[config.mk]
export PLATFORM = sky130hd
export DESIGN_NAME = pipeline_adder_arbiter
export DESIGN_NICKNAME = d
export VERILOG_FILES = /design/src/rtl/pa_arb_pkg.sv /design/src/rtl/pa_rsp_fifo.sv /design/src/rtl/pipeline_adder_arbiter.sv
export SDC_FILE = /design/constraint.sdc
export NUM_CORES = 1
export LEC_CHECK = 0
export ABC_AREA = 1
export CAP_MARGIN = 40
export CORE_AREA = 4 4 107 83
export DETAILED_ROUTE_END_ITERATION = 10
export DIE_AREA = 0 0 111 87
export PLACE_DENSITY = 0.9
export SLEW_MARGIN = 0
export SYNTH_ARGS = -nofsm -noshare
export SYNTH_HDL_FRONTEND = slang
export SYNTH_SLANG_ARGS = --single-unit
[constraint.sdc]
create_clock -name clk -period 6.2 [get_ports clk]
set_clock_uncertainty 0.1 [all_clocks]
set_input_delay 0.93 -clock clk [delete_from_list [all_inputs] [get_ports clk]]
set_output_delay 0.93 -clock clk [all_outputs]
set_load 0.005 [all_outputs]
[src/rtl/pa_arb_pkg.sv]
// Shared constants and types for the two-requester arbiter in front of the shared pipelined adder.
// Operand words are packed {a,b,c,d,e}, with a in the most significant field.
package pa_arb_pkg;

    localparam int NUM_REQ = 2;
    localparam int ID_W    = 1;
    localparam int OP_W    = 5;
    localparam int NUM_OPS = 5;
    localparam int OPS_W   = NUM_OPS * OP_W;

    localparam int A_LSB = 4 * OP_W;
    localparam int B_LSB = 3 * OP_W;
    localparam int C_LSB = 2 * OP_W;
    localparam int D_LSB = 1 * OP_W;
    localparam int E_LSB = 0;

    typedef struct packed {
        logic            valid;
        logic [ID_W-1:0] id;
    } tag_t;

    localparam tag_t TAG_IDLE = '{valid: 1'b0, id: '0};

endpackage

[src/rtl/pa_rsp_fifo.sv]
// Per-requester result buffer. The head is presented combinationally and reads as zero while empty.
// A write and a pop in the same cycle keep the occupancy unchanged; a write into an empty buffer appears on the next cycle.
module pa_rsp_fifo
    import pa_arb_pkg::*;
#(
    parameter int DEPTH = 4
) (
    input  logic            clk,
    input  logic            reset_i,
    input  logic            wr_en_i,
    input  logic [OP_W-1:0] wr_data_i,
    input  logic            rd_en_i,
    output logic [OP_W-1:0] rd_data_o,
    output logic            valid_o
);
    localparam int PTR_W = (DEPTH > 1) ? $clog2(DEPTH) : 1;
    localparam int CNT_W = $clog2(DEPTH + 1);

    logic [OP_W-1:0]  mem_q [DEPTH];
    logic [PTR_W-1:0] wr_ptr_q, wr_ptr_d;
    logic [PTR_W-1:0] rd_ptr_q, rd_ptr_d;
    logic [CNT_W-1:0] count_q, count_d;
    logic             full;
    logic             do_wr;
    logic             do_rd;

    function automatic logic [PTR_W-1:0] ptr_inc(input logic [PTR_W-1:0] p);
        return (p == PTR_W'(DEPTH - 1)) ? '0 : p + 1'b1;
    endfunction

    assign valid_o   = (count_q != '0);
    assign full      = (count_q == CNT_W'(DEPTH));
    assign do_rd     = rd_en_i && valid_o;
    assign do_wr     = wr_en_i && !full;
    assign rd_data_o = valid_o ? mem_q[rd_ptr_q] : '0;

    always_comb begin
        wr_ptr_d = wr_ptr_q;
        rd_ptr_d = rd_ptr_q;
        count_d  = count_q;
        if (do_wr) begin
            wr_ptr_d = ptr_inc(wr_ptr_q);
        end
        if (do_rd) begin
            rd_ptr_d = ptr_inc(rd_ptr_q);
        end
        if (do_wr && !do_rd) begin
            count_d = count_q + 1'b1;
        end else if (!do_wr && do_rd) begin
            count_d = count_q - 1'b1;
        end
    end

    always_ff @(posedge clk) begin
        if (reset_i) begin
            wr_ptr_q <= '0;
            rd_ptr_q <= '0;
            count_q  <= '0;
        end else begin
            wr_ptr_q <= wr_ptr_d;
            rd_ptr_q <= rd_ptr_d;
            count_q  <= count_d;
        end
    end

    // Storage carries no reset; the occupancy count alone decides what is valid.
    always_ff @(posedge clk) begin
        if (do_wr) begin
            mem_q[wr_ptr_q] <= wr_data_i;
        end
    end

    // Upstream credit accounting must make a write into a full buffer impossible.
    assert property (@(posedge clk) disable iff (reset_i) wr_en_i |-> !full);

endmodule

[src/rtl/pipeline_adder_arbiter.sv]
// Round-robin arbiter with credits that shares one external pipelined adder between two requesters.
// A tag pipeline travels alongside the adder and routes each add_s into the issuing requester's result buffer.
module pipeline_adder_arbiter
    import pa_arb_pkg::*;
#(
    parameter int LATENCY = 3,
    parameter int DEPTH   = 4
) (
    input  logic                     clk,
    input  logic                     reset,
    input  logic [NUM_REQ-1:0]       req_valid,
    output logic [NUM_REQ-1:0]       req_ready,
    input  logic [NUM_REQ*OPS_W-1:0] req_ops,
    output logic [NUM_REQ-1:0]       rsp_valid,
    input  logic [NUM_REQ-1:0]       rsp_ready,
    output logic [NUM_REQ*OP_W-1:0]  rsp_s,
    output logic [OPS_W-1:0]         add_ops,
    input  logic [OP_W-1:0]          add_s
);
    localparam int CRED_W = $clog2(DEPTH + 1);

    logic [OPS_W-1:0]   ops_arr [NUM_REQ];
    logic [NUM_REQ-1:0] eligible;
    logic [NUM_REQ-1:0] grant;
    logic               grant_vld;
    logic [ID_W-1:0]    grant_id;
    logic [ID_W-1:0]    ptr_q, ptr_d;
    logic [OPS_W-1:0]   add_ops_q, add_ops_d;
    tag_t               op_tag_q, op_tag_d;
    tag_t               tag_q [LATENCY];
    logic [NUM_REQ-1:0] wr_en;

    // ptr_q names the requester that wins a tie. Grants are suppressed while reset is high.
    always_comb begin
        grant_vld = 1'b0;
        grant_id  = ptr_q;
        grant     = '0;
        ptr_d     = ptr_q;
        if (!reset) begin
            if (eligible[ptr_q]) begin
                grant_vld = 1'b1;
                grant_id  = ptr_q;
            end else if (eligible[~ptr_q]) begin
                grant_vld = 1'b1;
                grant_id  = ~ptr_q;
            end
        end
        if (grant_vld) begin
            grant[grant_id] = 1'b1;
            ptr_d           = ~grant_id;
        end
    end

    assign req_ready = grant;

    always_comb begin
        add_ops_d      = '0;
        op_tag_d       = TAG_IDLE;
        if (grant_vld) begin
            add_ops_d      = ops_arr[grant_id];
            op_tag_d.valid = 1'b1;
            op_tag_d.id    = grant_id;
        end
    end

    always_ff @(posedge clk) begin
        if (reset) begin
            ptr_q     <= '0;
            add_ops_q <= '0;
            op_tag_q  <= TAG_IDLE;
        end else begin
            ptr_q     <= ptr_d;
            add_ops_q <= add_ops_d;
            op_tag_q  <= op_tag_d;
        end
    end

    assign add_ops = add_ops_q;

    // op_tag_q travels with add_ops. The stages behind it delay the tag by the adder's latency,
    // so the last stage lines up with the add_s it describes.
    always_ff @(posedge clk) begin
        if (reset) begin
            for (int k = 0; k < LATENCY; k++) begin
                tag_q[k] <= TAG_IDLE;
            end
        end else begin
            tag_q[0] <= op_tag_q;
            for (int k = 1; k < LATENCY; k++) begin
                tag_q[k] <= tag_q[k-1];
            end
        end
    end

    genvar gi;
    generate
        for (gi = 0; gi < NUM_REQ; gi++) begin : g_req
            logic [CRED_W-1:0] credit_q, credit_d;
            logic              pop;

            assign ops_arr[gi]  = req_ops[gi*OPS_W +: OPS_W];
            assign pop          = rsp_valid[gi] && rsp_ready[gi];
            assign eligible[gi] = req_valid[gi] && (credit_q < CRED_W'(DEPTH));
            assign wr_en[gi]    = tag_q[LATENCY-1].valid && (tag_q[LATENCY-1].id == ID_W'(gi));

            // The credit counts operations in flight plus results waiting in the buffer.
            always_comb begin
                credit_d = credit_q;
                if (grant[gi] && !pop) begin
                    credit_d = credit_q + 1'b1;
                end else if (!grant[gi] && pop) begin
                    credit_d = credit_q - 1'b1;
                end
            end

            always_ff @(posedge clk) begin
                if (reset) begin
                    credit_q <= '0;
                end else begin
                    credit_q <= credit_d;
                end
            end

            assert property (@(posedge clk) disable iff (reset) credit_q <= CRED_W'(DEPTH));

            pa_rsp_fifo #(
                .DEPTH (DEPTH)
            ) u_rsp_fifo (
                .clk       (clk),
                .reset_i   (reset),
                .wr_en_i   (wr_en[gi]),
                .wr_data_i (add_s),
                .rd_en_i   (rsp_ready[gi]),
                .rd_data_o (rsp_s[gi*OP_W +: OP_W]),
                .valid_o   (rsp_valid[gi])
            );
        end
    endgenerate

    assert property (@(posedge clk) $onehot0(req_ready));

endmodule

==> summary.txt <==
Clock Tree Buf Depth = 2
Highest metal used = met4
Crit share post-route = 71.6%
Post-layout net count = 606
FP Rows = 28
WL met1 = 3580 um
Number of diodes = 0
Sequential area share after synthesis = 58.1%
Routed wl met3 = 856 um
Initial antenna violation count = 0
Slew Viols, Final = 0
Synth Register Bits = 98
Total number of vias = 3201
Cts hold-fix bufs = 0
Worst path arrival time = 3410 ps
Clk root buf = clkbuf_8
Crit end category = output port
Dpl hpwl = 6660 um
First-pass GRT wire length = 14400 um
Max VDD drop = 0.176 mV
Outcome = finished clean
Relative slew slack = 64.1%
Crit-path slowest cell = clkdlybuf4s50_1
Post-Synth Simple-Gate Area = 20.6%
Post-CTS setup buffer count = 0
Detailed-route DRC error count = 0
Initial Util = 52.1%
Synthesized-area fraction occupied by adder cells = 6.27%
IO buf count = 99
# setup viols final = 0
Clock latency on the worst-skew pair = 360 ps
First-pass DRT Iterations = 4
Sink Count = 98
Cts repair resizes = 0
Worst Hold Class = reg -> reg
I/O pin cnt = 100
Yosys cell types = 21
Routed Wire Length = 8860 um
Vias per cell = 5.03
Largest family of logic cells by synthesized area = simple AND/OR/NAND/NOR gates
Synthesized area = 4070 um^2
Mux cell area share after synthesis = 0%
Setup tns final = 0 ps
Max-Cap Viols = 0
CP max FO = 27
Hold slack = 307 ps
Final ANT Viol Nets = 0
Pin count of the biggest net entering global routing = 54
H-tree levels = 3
Ys Warns = 0
Syn nets = 512
Crit-path max cell delay = 800 ps
Layout fillers = 595
Mean post-synth cell area = 9.39 um^2
Final core occ = 67.6%
FMAX = 0.225 GHz
Startpoint Class = primary input
CP Data Required Time = 5170 ps
Slew @ Worst Pin = 536 ps
Most common cell after layout, fill and taps aside = clkdlybuf4s50_1
Tmin final = 4440 ps
WL/cell = 13.9 um
CTS buffer count = 9
Remaining Overflow, GRT = 0
Initial DRC Count = 221
Placed Area = 5100 um^2
CP Cell Sequence = clkdlybuf4s50_1, inv_2, nand2_2, nand2_4, nand2_4, nand2_1, inv_1, clkdlybuf4s50_1
Synth Area in XOR/XNOR = 0.646%
Die Span Y = 87 um
Power density over the cells = 357 nW/um^2
Design Area, Final = 5280 um^2
Post-Synthesis Cells = 433
GRT Overall Usage = 18.6%
Share of cells above drive strength 1 = 4.89%
Final hold viol count = 0
RSZ-0062 raised after global routing = no
Most frequent cells in the layout = clkdlybuf4s50_1 (99), nor2_1 (87), dfxtp_1 (58)
Width of the die = 111 um
Die area = 9660 um^2
Gp weighted congestion = 0.799
Layout area overhead = 29.8%
P_leak = 2.14 nW
Compound-Gate Fraction of Synth Area = 7.32%
Crit path kind = in -> out
CTS tree = done
Final total power = 0.00188 W
Core Region = 7810 um^2
Vias in the first global route = 3132
CTS clk-pin slew, worst paths = 90 ps
DR WL met2 = 4280 um
==> worst max-delay path: cells and delay by family <==
kind | cells | cell delay, ps
and+or+nand+nor | 4 | 760
buffers and inverters | 4 | 1700
==> power by group <==
group,internal (W),leakage [nW],switching (W)
Clock,0.000153,0.0901,0.000227
Sequential,0.000765,0.837,0.0000675
Combinational,0.000319,1.21,0.000352
==> worst paths after layout <==
| check | from | slack (ps) | depth (start not counted) | end |
|---|---|---|---|---|
| min reg2reg | tag_q[0][1]$_SDFF_PP0_ | 310 | 2 | tag_q[0][3]$_SDFF_PP0_ |
| max | reset | 1760 | 8 | req_ready[1] |
| min | tag_q[0][1]$_SDFF_PP0_ | 310 | 2 | tag_q[0][3]$_SDFF_PP0_ |
| max reg2reg | g_req[0].credit_q[2]$_SDFFE_PP0P_ | 3460 | 14 | g_req[1].credit_q[2]$_SDFFE_PP0P_ |
==> cell type report <==
class                   instances  area (um^2)  share of cell area [%]
clock buffers                   9          124                    2.35
well taps                     105          131                    2.49
flip-flops and latches         98         2360                    44.7
clock inverters                 7         60.1                    1.14
multi-input cells             268         1420                    26.8
inverters                      50          188                    3.55
repair buffers                100          998                    18.9
==> metrics by stage <==
stage	std cells	worst slack, ps
global route	637	1550
finish	637	1760
detailed placement	621	1760
CTS	637	1750
global placement	621	1830
floorplan	433	3450
==> state kept, by name, indices dropped and copies added (netlist names), named ones only <==
register / flops
g_req.u_rsp_fifo.rd_ptr_q: 4
tag_q: 6
g_req.u_rsp_fifo.wr_ptr_q: 4
g_req.u_rsp_fifo.mem_q: 40
add_ops: 25
op_tag_q: 2
g_req.credit_q: 6
ptr_q: 1
g_req.u_rsp_fifo.count_q: 6
==> layer usage <==
metal | global-route usage, % | vias to the layer above
met3 | 7.57 | 12
met1 | 21.4 | 1460
met5 | 0 | -
met4 | 5.59 | 0
li1 | - | 1617
met2 | 32.1 | 112
==> kinds of logic after synthesis <==
family / after synthesis
XOR/XNOR: 3
buffers and inverters: 67
AND/OR/NAND/NOR: 190
adder cells (fa/ha/maj): 18
AO/OA/AOI/OAI: 57
flip-flops: 98
==> cells in the mapped netlist (all sizes together) <==
library cell  count  share of area (%)
nor2             87                8.0
dfxtp            58                 29
inv              50                4.6
nand2            46                4.8
edfxtp           40                 30
o21ai            36                4.4
nand3            32                3.9
nand4            25                3.8
a21oi            20                2.7
buf              15                2.3
ha               14                4.3
fa                4                2.0
xor2              3               0.65
clkbuf            2               0.18
a31oi             1               0.15
No activity file was read; power rests on OpenSTA's default activity.
